`config.mk`:
```
export PLATFORM = sky130hd
export DESIGN_NAME = pdm_dsm_mc
export DESIGN_NICKNAME = d
export VERILOG_FILES = /design/src/rtl/pdm_pkg.sv /design/src/rtl/pdm_dsm_ch.sv /design/src/rtl/pdm_dsm_mc.sv
export SDC_FILE = /design/constraint.sdc
export NUM_CORES = 2
export LEC_CHECK = 0
export CAP_MARGIN = 20
export CORE_ASPECT_RATIO = 2
export CORE_MARGIN = 5
export CORE_UTILIZATION = 40
export CTS_BUF_LIST = sky130_fd_sc_hd__clkbuf_8
export CTS_CLUSTER_DIAMETER = 100
export CTS_CLUSTER_SIZE = 30
export DETAILED_ROUTE_END_ITERATION = 7
export MAX_ROUTING_LAYER = met4
export PLACE_DENSITY = 0.51
export SLEW_MARGIN = 10
export SYNTH_ARGS = -nofsm -noshare
export SYNTH_HDL_FRONTEND = slang
export SYNTH_SLANG_ARGS = --single-unit
```
`constraint.sdc`:
```
create_clock -name clk -period 17.1 [get_ports clk]
set_input_delay 2.565 -clock clk [delete_from_list [all_inputs] [get_ports clk]]
set_output_delay 2.565 -clock clk [all_outputs]
set_load 0.01 [all_outputs]
```
`src/rtl/pdm_pkg.sv`:
```
// Shared definitions for the multi-channel PDM delta-sigma modulator.
//   pdm_state_t : shared soft-mute FSM states
//   ORDER_1     : order_sel value selecting the first-order loop
//   ORDER_2     : order_sel value selecting the second-order loop
package pdm_pkg;

    typedef enum logic [1:0] {
        ST_IDLE      = 2'd0,
        ST_RAMP_UP   = 2'd1,
        ST_RUN       = 2'd2,
        ST_RAMP_DOWN = 2'd3
    } pdm_state_t;

    localparam logic ORDER_1 = 1'b0;
    localparam logic ORDER_2 = 1'b1;

endpackage

```
`src/rtl/pdm_dsm_ch.sv`:
```
// One delta-sigma modulator channel: gain scaling, one or two saturating
// integrators, 1-bit quantiser and a sticky overflow flag.
//   clk, rst_n : bit clock, asynchronous active-low reset
//   x          : held signed input sample
//   g          : soft-mute gain, 0 .. 2^RAMP_LOG2
//   idle       : FSM is in IDLE; integrators held at zero, output toggles
//   order      : latched loop order (ORDER_1 / ORDER_2)
//   ovf_clr    : synchronous clear of the overflow flag
//   pdm        : PDM output bit
//   ovf        : sticky integrator-saturation flag
module pdm_dsm_ch
    import pdm_pkg::*;
#(
    parameter int IN_WIDTH  = 37,
    parameter int GUARD     = 4,
    parameter int RAMP_LOG2 = 8
) (
    input  logic                       clk,
    input  logic                       rst_n,
    input  logic signed [IN_WIDTH-1:0] x,
    input  logic [RAMP_LOG2:0]         g,
    input  logic                       idle,
    input  logic                       order,
    input  logic                       ovf_clr,
    output logic                       pdm,
    output logic                       ovf
);

    localparam int ACC_WIDTH = IN_WIDTH + GUARD;
    // Product width: signed sample times unsigned gain (with its sign bit).
    localparam int PW = IN_WIDTH + RAMP_LOG2 + 2;
    // Two extra bits so a sum of three ACC_WIDTH terms cannot wrap before clamping.
    localparam int SW = ACC_WIDTH + 2;

    localparam logic signed [ACC_WIDTH-1:0] MAX_A  = {1'b0, {(ACC_WIDTH-1){1'b1}}};
    localparam logic signed [ACC_WIDTH-1:0] MIN_A  = -MAX_A;
    localparam logic signed [ACC_WIDTH-1:0] FB_POS = ACC_WIDTH'(1) <<< (IN_WIDTH - 1);
    localparam logic signed [ACC_WIDTH-1:0] FB_NEG = -FB_POS;

    logic signed [ACC_WIDTH-1:0] i1, i2, i1_n, i2_n, xs, fb;
    logic signed [PW-1:0]        prod, prod_sh;
    logic signed [SW-1:0]        s1, s2;
    logic                        sat1, sat2, sat;

    always_comb begin
        prod    = PW'(x) * PW'($signed({1'b0, g}));
        prod_sh = prod >>> RAMP_LOG2;
        xs      = ACC_WIDTH'(prod_sh);
        fb      = pdm ? FB_POS : FB_NEG;

        s1   = SW'(i1) + SW'(xs) - SW'(fb);
        sat1 = 1'b0;
        i1_n = ACC_WIDTH'(s1);
        if (s1 > SW'(MAX_A)) begin
            i1_n = MAX_A;
            sat1 = 1'b1;
        end else if (s1 < SW'(MIN_A)) begin
            i1_n = MIN_A;
            sat1 = 1'b1;
        end

        // Second stage integrates the already-clamped first stage.
        s2   = SW'(i2) + SW'(i1_n) - SW'(fb);
        sat2 = 1'b0;
        i2_n = ACC_WIDTH'(s2);
        if (s2 > SW'(MAX_A)) begin
            i2_n = MAX_A;
            sat2 = 1'b1;
        end else if (s2 < SW'(MIN_A)) begin
            i2_n = MIN_A;
            sat2 = 1'b1;
        end

        sat = sat1 | ((order == ORDER_2) & sat2);
    end

    always_ff @(posedge clk or negedge rst_n) begin
        if (!rst_n) begin
            i1  <= '0;
            i2  <= '0;
            pdm <= 1'b0;
            ovf <= 1'b0;
        end else if (idle) begin
            i1  <= '0;
            i2  <= '0;
            pdm <= ~pdm;
            if (ovf_clr) ovf <= 1'b0;
        end else begin
            i1 <= i1_n;
            if (order == ORDER_2) begin
                i2  <= i2_n;
                pdm <= ~i2_n[ACC_WIDTH-1];
            end else begin
                i2  <= '0;
                pdm <= ~i1_n[ACC_WIDTH-1];
            end
            // A saturation on this edge beats a simultaneous clear.
            if (sat)          ovf <= 1'b1;
            else if (ovf_clr) ovf <= 1'b0;
        end
    end

endmodule

```
`src/rtl/pdm_dsm_mc.sv`:
```
// Multi-channel PDM delta-sigma modulator with soft mute/unmute ramp.
//   clk, rst_n : bit clock, asynchronous active-low reset
//   in_data    : NUM_CH packed signed samples, channel 0 in the LSBs
//   in_valid   : one-cycle strobe for a new sample set (also steps the gain)
//   mute       : 1 fades to silence, 0 fades in
//   order_sel  : 0 first-order, 1 second-order (taken only while IDLE)
//   ovf_clr    : clears all overflow flags
//   pdm_out    : one PDM bit per channel
//   ovf        : sticky per-channel saturation flags
//   running    : high only in RUN
// Handshake: in_valid is a strobe with no back-pressure; every asserted
// cycle captures in_data and applies one gain step for the next state.
module pdm_dsm_mc
    import pdm_pkg::*;
#(
    parameter int NUM_CH    = 2,
    parameter int IN_WIDTH  = 37,
    parameter int GUARD     = 4,
    parameter int RAMP_LOG2 = 8
) (
    input  logic                       clk,
    input  logic                       rst_n,
    input  logic [NUM_CH*IN_WIDTH-1:0] in_data,
    input  logic                       in_valid,
    input  logic                       mute,
    input  logic                       order_sel,
    input  logic                       ovf_clr,
    output logic [NUM_CH-1:0]          pdm_out,
    output logic [NUM_CH-1:0]          ovf,
    output logic                       running
);

    localparam logic [RAMP_LOG2:0] G_FULL = {1'b1, {RAMP_LOG2{1'b0}}};
    localparam logic [RAMP_LOG2:0] G_ZERO = '0;
    localparam logic [RAMP_LOG2:0] G_ONE  = {{RAMP_LOG2{1'b0}}, 1'b1};

    pdm_state_t                 state, state_n;
    logic [RAMP_LOG2:0]         g;
    logic [NUM_CH*IN_WIDTH-1:0] hold;
    logic                       order_q;

    always_comb begin
        state_n = state;
        unique case (state)
            ST_IDLE:      if (!mute) state_n = ST_RAMP_UP;
            ST_RAMP_UP:   if (mute) state_n = ST_RAMP_DOWN;
                          else if (g == G_FULL) state_n = ST_RUN;
            ST_RUN:       if (mute) state_n = ST_RAMP_DOWN;
            ST_RAMP_DOWN: if (!mute) state_n = ST_RAMP_UP;
                          else if (g == G_ZERO) state_n = ST_IDLE;
            default:      state_n = ST_IDLE;
        endcase
    end

    // The gain step is chosen by the state being entered, so a strobe that
    // coincides with a transition already ramps in the new direction.
    always_ff @(posedge clk or negedge rst_n) begin
        if (!rst_n) begin
            state   <= ST_IDLE;
            g       <= G_ZERO;
            hold    <= '0;
            order_q <= ORDER_2;
            running <= 1'b0;
        end else begin
            state   <= state_n;
            running <= (state_n == ST_RUN);
            if (state == ST_IDLE) order_q <= order_sel;
            if (in_valid) begin
                hold <= in_data;
                if (state_n == ST_RAMP_UP && g != G_FULL)
                    g <= g + G_ONE;
                else if (state_n == ST_RAMP_DOWN && g != G_ZERO)
                    g <= g - G_ONE;
            end
        end
    end

    for (genvar c = 0; c < NUM_CH; c++) begin : g_ch
        pdm_dsm_ch #(
            .IN_WIDTH  (IN_WIDTH),
            .GUARD     (GUARD),
            .RAMP_LOG2 (RAMP_LOG2)
        ) u_ch (
            .clk     (clk),
            .rst_n   (rst_n),
            .x       (hold[c*IN_WIDTH +: IN_WIDTH]),
            .g       (g),
            .idle    (state == ST_IDLE),
            .order   (order_q),
            .ovf_clr (ovf_clr),
            .pdm     (pdm_out[c]),
            .ovf     (ovf[c])
        );
    end

endmodule

```
After elaboration in Yosys (flattened, before gate mapping)
Index checks and enable logic that the tools add are counted.
{"block": "word_totals", "regBits": 255, "in_bits": 80, "output_inout_bits": 5}
{"block": "classes", "n_addsub": 10, "multipliers": 2, "magnitude_cmp": 8, "eq_ne": 8, "muxes": 43, "bitwise": 10, "n_reduce_logical": 7}
{"op": "$mux W41", "n": 16}
{"op": "$gt A43 B41 Y1 const B", "n": 4}
{"op": "$lt A43 B41 Y1 const B", "n": 4}
{"op": "$sub A42 B41 Y43", "n": 4}
{"op": "$mul A37 B10 Y47", "n": 2}
{"op": "$add A41 B39 Y42", "n": 2}
{"op": "$add A41 B41 Y42", "n": 2}
{"op": "$mux W1", "n": 18}
{"op": "$mux W9", "n": 2}
{"op": "$mux W2", "n": 6}
{"op": "$add A9 B1 Y9 const B", "n": 1}
{"op": "$eq A9 B9 Y1 const B", "n": 1}
{"op": "$logic_not A9 Y1", "n": 1}
{"op": "$ne A9 B9 Y1 const B", "n": 1}
{"op": "$reduce_bool A9 Y1", "n": 1}
{"op": "$sub A9 B1 Y9 const B", "n": 1}
{"op": "$eq A2 B2 Y1 const B", "n": 4}
{"op": "$pmux W2 S4", "n": 1}
{"op": "$not A1 Y1", "n": 6}
{"op": "$eq A2 B1 Y1 const B", "n": 2}
{"op": "$and A1 B1 Y1", "n": 2}
{"op": "$logic_and A1 B1 Y1", "n": 2}
{"op": "$logic_not A2 Y1", "n": 1}
{"op": "$or A1 B1 Y1", "n": 2}
{"op": "other kinds (2)", "n": 2}

Logic depth before layout (Yosys ltp)
{"block": "logic_depth", "word_depth": 15, "ltp_mapped": 61}

Modules after synthesis
A second synthesis with hierarchy kept.
{"block": "unflattened", "hier_cells": 5680, "hier_area_um2": 47105.2}
{"mod": "pdm_dsm_ch (g_ch[1].u_ch)", "instances": 1, "cells_per_inst": 2797, "area_each_um2": 22242.6, "seq_area_each_um2": 2102.0}
{"mod": "pdm_dsm_ch (g_ch[0].u_ch)", "instances": 1, "cells_per_inst": 2624, "area_each_um2": 21187.8, "seq_area_each_um2": 2102.0}
{"mod": "pdm_dsm_mc", "instances": 1, "cells_per_inst": 259, "area_each_um2": 3674.8, "seq_area_each_um2": 2178.3}

Least setup slack after synthesis
Ideal clock, no wire load.
{"block": "synth_path", "path_kind": "reg2reg", "start": "reg g[1]", "end": "reg g_ch[1].u_ch.i2[25]", "setup_ns": 0.121, "arrival_time_ns": 12.762, "required_time_ns": 16.979, "setup_slack_ns": 4.216, "stages_incl_launch_ff": 58, "cell_sequence": "dfrtp_1 -> clkbuf_1 -> clkbuf_1 -> nand2_1 -> fa_1 -> inv_1 -> fa_1 -> inv_1 -> fa_1 -> inv_1 -> fa_1 -> inv_1 -> fa_1 -> inv_1 -> ha_1 -> and3_1 -> a221o_1 -> a221oi_1 -> (+22 left out) -> o21ai_0 -> ha_1 -> inv_1 -> ha_1 -> nor2b_1 -> o31a_1 -> o31a_1 -> o2111a_1 -> or3_1 -> a21bo_2 -> nor4_1 -> and4_1 -> nand4_1 -> a31o_2 -> nand2_1 -> buf_2 -> buf_2 -> nor2_1"}
{"block": "synth_via", "elab_chain_len": 13, "elab_cells_between_ends": 15, "classes_between": "add/sub: 4; mul: 1; order compare: 4; mux: 6"}
{"element": "from (decl)", "line": "pdm_dsm_mc.sv:38", "text": "logic [RAMP_LOG2:0] g;"}
{"element": "from (signal assigned)", "line": "pdm_dsm_mc.sv:71", "text": "g <= g + G_ONE;"}
{"element": "from (signal assigned)", "line": "pdm_dsm_mc.sv:73", "text": "g <= g - G_ONE;"}
{"element": "$mul A37 B10 Y47 *", "line": "pdm_dsm_ch.sv:46", "text": "prod = PW'(x) * PW'($signed({1'b0, g}));"}
{"element": "$add A41 B39 Y42 *", "line": "pdm_dsm_ch.sv:51", "text": "s1 = SW'(i1) + SW'(xs) - SW'(fb);"}
{"element": "$sub A42 B41 Y43 *", "line": "pdm_dsm_ch.sv:51"}
{"element": "$lt A43 B41 Y1", "line": "pdm_dsm_ch.sv:57", "text": "end else if (s1 < SW'(MIN_A)) begin"}
{"element": "$mux W41", "line": "pdm_dsm_ch.sv:57"}
{"element": "$mux W41 *", "line": "pdm_dsm_ch.sv:54", "text": "if (s1 > SW'(MAX_A)) begin"}
{"element": "$add A41 B41 Y42 *", "line": "pdm_dsm_ch.sv:63", "text": "s2 = SW'(i2) + SW'(i1_n) - SW'(fb);"}
{"element": "$sub A42 B41 Y43 *", "line": "pdm_dsm_ch.sv:63"}
{"element": "$lt A43 B41 Y1", "line": "pdm_dsm_ch.sv:69", "text": "end else if (s2 < SW'(MIN_A)) begin"}
{"element": "$mux W41", "line": "pdm_dsm_ch.sv:69"}
{"element": "$mux W41 *", "line": "pdm_dsm_ch.sv:66", "text": "if (s2 > SW'(MAX_A)) begin"}
{"element": "$mux W41 *", "line": "pdm_dsm_ch.sv:90", "text": "if (order == ORDER_2) begin"}
{"element": "$mux W41 *", "line": "pdm_dsm_ch.sv:83", "text": "end else if (idle) begin"}
{"element": "to (signal assigned)", "line": "pdm_dsm_ch.sv:91", "text": "i2 <= i2_n;"}
{"element": "to (decl)", "line": "pdm_dsm_ch.sv:40", "text": "logic signed [ACC_WIDTH-1:0] i1, i2, i1_n, i2_n, xs, fb;"}
Mark *: on every way between the ends. The rest lies on a longest branch, timed or not.
A chain may end at the register's enable or synchronous reset.

Final worst setup path
{"block": "layout_path", "start": "reg g[3]", "end": "reg g_ch[1].u_ch.i2[31]"}
Same word-level chain as after synthesis.

==> results.py <==
metrics = {
    "yosys": {
        "synth_simple_gate_area_share_pct": 16.7,
        "synth_nets": 6582,
        "netlist_top_cells_area": "fa_1, ha_1, dfrtp_1",
        "synthAdderAreaFrac_pct": 38.5,
        "yosys.area.top_type": "fa_1",
        "synth_compound_gate_area_share_pct": 13.3,
        "number_of_synthesized_flops_with_an_enable_pin": 0,
        "synth_top_family_by_area": "adder cells",
        "synthesis.instances": 5436,
        "synth-seq-area-share_pct": 14.0,
        "yosysTopAreaCellShare_pct": 24.3,
        "ys_async_sr_fraction_pct": 100,
        "synth_flop_cell": "dfrtp_1",
        "ys_seq_elements": 255,
        "synth.cell_area_um2": 45500,
        "synthXorXnorAreaFrac_pct": 4.31,
        "synth_cell_types": 89,
        "yosys-mux-area-fraction_pct": 2.21,
        "yosysWarnings": 0,
        "avgSynthCellArea_um2": 8.37,
    },
    "floorplan": {
        "die_w_um": 248,
        "fp.dieArea_um2": 121000,
        "placementRows": 175,
        "floorplan.core_area_um2": 113000,
        "initial_core_utilization_pct": 40.1,
        "die_h_um": 487,
        "top_level_ports": 85,
    },
    "final_layout": {
        "number_of_nets_in_the_layout": 6469,
        "filler_cell_count": 11800,
        "post_route_cells_drive_above_1_share_pct": 4.03,
        "area_growth_syn_to_layout_pct": 5.29,
        "layout.cells.most_common_list": "inv_1, fa_1, nand2_1",
        "finalNonFillerCells": 6838,
        "layout_commonest_cell": "inv_1",
    },
    "detailed_routing": {
        "met2RoutedLength_um": 73800,
        "routed-via-count": 36200,
        "drt-wirelength-per-cell_um": 19.6,
        "drt-met1-wl_um": 52300,
        "totalWireLength_um": 134000,
        "met3WireLength_um": 3250,
        "final_antenna_net_count": 0,
        "first_iter_violations": 1589,
        "maxUsedRoutingLayer": "met4",
        "drt_pre_antenna_iters": 6,
        "remaining_drc_errors": 0,
        "vias_per_cell": 5.29,
    },
    "placement": {
        "port_buffers": 84,
        "placement.setup.worst_slack_ns": 1.45,
        "gp_routability_congestion": 0.948,
        "dp_cells": 6810,
        "dp_hpwl_um": 110000,
    },
    "sta": {
        "highest_achievable_clock_rate_mhz": 63.5,
        "setup_viol": 0,
        "setup_ws_ns": 1.35,
        "period_share_pct": 92.1,
        "setup_tns_ns": 0,
        "grt_setup_unrepaired": "no",
        "slew_headroom_pct": 34.2,
        "hold_viol_final": 0,
        "worst_pin_slew_ns": 0.986,
        "final.setup_skew_ns": 0.0701,
        "final_max_slew_viol_count": 0,
        "fin_hold_ws_ns": 0.632,
        "finalWorstPathRequiredPeriod_ns": 15.75,
    },
    "clock_network": {
        "post_cts_buffers": 0,
        "number_of_buffers_added_by_the_clock_tree_synthesis_step": 15,
        "postCtsResizedCells": 0,
        "cts_tree": "done",
        "root_buffer": "clkbuf_8",
        "worst_skew_pair.late_latency_ns": 0.71,
        "clk_transition_reported_paths_ns": 0.19,
        "cts.hold.buffers_added": 0,
        "cts.sink_count": 255,
        "ctsHtreeMaxLevel": 1,
        "max_buffers_root_to_sink": 3,
    },
    "critical_path": {
        "kind_of_start_point_of_the_critical_path": "register",
        "r2r_end": "g_ch[1].u_ch.i2[31]",
        "crit_path_max_fanout": 49,
        "critPathLaunch": "g[3]",
        "worstRegToRegCells": 48,
        "timing.reg2reg.setup_slack_ns": 1.35,
        "timing.critical_path.slowest_stage_cell": "dfrtp_2",
        "timing.critical_path.arrival_ns": 16.32,
        "criticalPathCategory": "reg -> reg",
        "cp_slowest_stage_delay_ns": 0.81,
        "sort_of_element_at_the_end_of_the_critical_path": "register",
        "critPathRequiredTime_ns": 17.68,
        "launch_instance_of_the_worst_register_to_register_path": "g[3]",
    },
    "global_routing": {
        "initial_antenna_violation_count": 4,
        "grt_first_pass_wirelength_um": 215000,
        "grt.overflow.total": 0,
        "vias_in_the_first_global_route": 38900,
        "grt_usage_pct": 22.7,
        "maximum_number_of_pins_on_one_net_before_global_route_repair": 57,
    },
    "hold_path": {
        "hold_class": "reg -> reg",
        "hold_path_end": "g_ch[0].u_ch.ovf",
        "hold_start": "g_ch[0].u_ch.ovf",
        "whs_path_depth": 1,
    },
    "run": {
        "maxCapViolations": 0,
    },
    "outcome": {
        "run_status": "finished, final reports clean",
    },
}
==> worst max path at each step <==
stage	to	slack (ns)	cells past startpoint
finish	g_ch[1].u_ch.i2[31]	1.35	48
global route	g_ch[1].u_ch.i2[24]	0.22	52
CTS	g_ch[1].u_ch.i2[25]	1.36	52
detailed placement	g_ch[1].u_ch.i2[25]	1.45	52
global placement	g_ch[0].u_ch.i2[38]	1.70	51
floorplan	g_ch[1].u_ch.i2[25]	4.22	57
==> registers in the layout, indices dropped and copies added (netlist names) <==
signal         count
g                  9
g_ch.u_ch.i1      82
g_ch.u_ch.i2      82
g_ch.u_ch.ovf      2
g_ch.u_ch.pdm      2
hold              74
order_q            1
running            1
state              2
==> stage by stage <==
step | util (%) | cell area, um2
detailed placement | 41.9 | 47500
CTS | 42.2 | 47900
global placement | 41.9 | 47500
global route | 42.2 | 47900
finish | 42.2 | 47900
floorplan | - | 45500
==> worst max-delay path: cells and delay by family, from the launching register on <==
family	cells	cell delay (ns)
buffers and inverters	8	1.69
flip-flops	1	0.81
XOR/XNOR	2	0.54
adder cells (fa/ha/maj)	9	3.31
multiplexers	1	0.22
AO/OA/AOI/OAI	20	7.47
AND/OR/NAND/NOR	8	1.52
==> layer usage <==
| metal | global-route usage (%) | vias to the layer above |
|---|---|---|
| met2 | 43.5 | 623 |
| met5 | - | - |
| met3 | 1.40 | 232 |
| met4 | 6.99 | 0 |
| met1 | 25.1 | 18200 |
| li1 | - | 17200 |
==> logic make-up (layout without fill, tap and decap cells) <==
group,count (synthesis),after routing
simple gates,1542,1542
buf+inv,1315,1210
fa+ha+maj,1066,1066
compound gates,944,944
flops,255,255
xor+xnor,224,224
mux,90,90
other cells,0,3
==> layout make-up <==
type | count | area [um2] | area share (%)
Multi-Input combinational cell | 3866 | 34100 | 71.2
Sequential cell | 255 | 6390 | 13.4
Inverter | 1062 | 3990 | 8.33
Tap cell | 1504 | 1880 | 3.93
Timing Repair Buffer | 123 | 1140 | 2.37
Clock buffer | 15 | 206 | 0.431
Clock inverter | 10 | 181 | 0.379
Antenna cell | 3 | 7.51 | 0.0157
==> Yosys cell counts (all sizes together) (16+ instances only) <==
master,count
o211ai,19
nor2b,28
a21o,122
nand4,54
buf,61
nor3,54
nand2b,29
o21ai,202
or2,16
fa,553
ha,513
and2,373
nor2,281
nand3,68
xnor2,132
dfrtp,254
or3,24
o21bai,32
nor4,17
o31ai,16
inv,1062
nand2,527
a31oi,43
a211oi,30
a21oi,304
o21a,39
and3,23
mux2,82
clkbuf,192
xor2,92
Power is not shown: default switching activity piles up to over one toggle a cycle in this logic, so the estimate is an artifact.
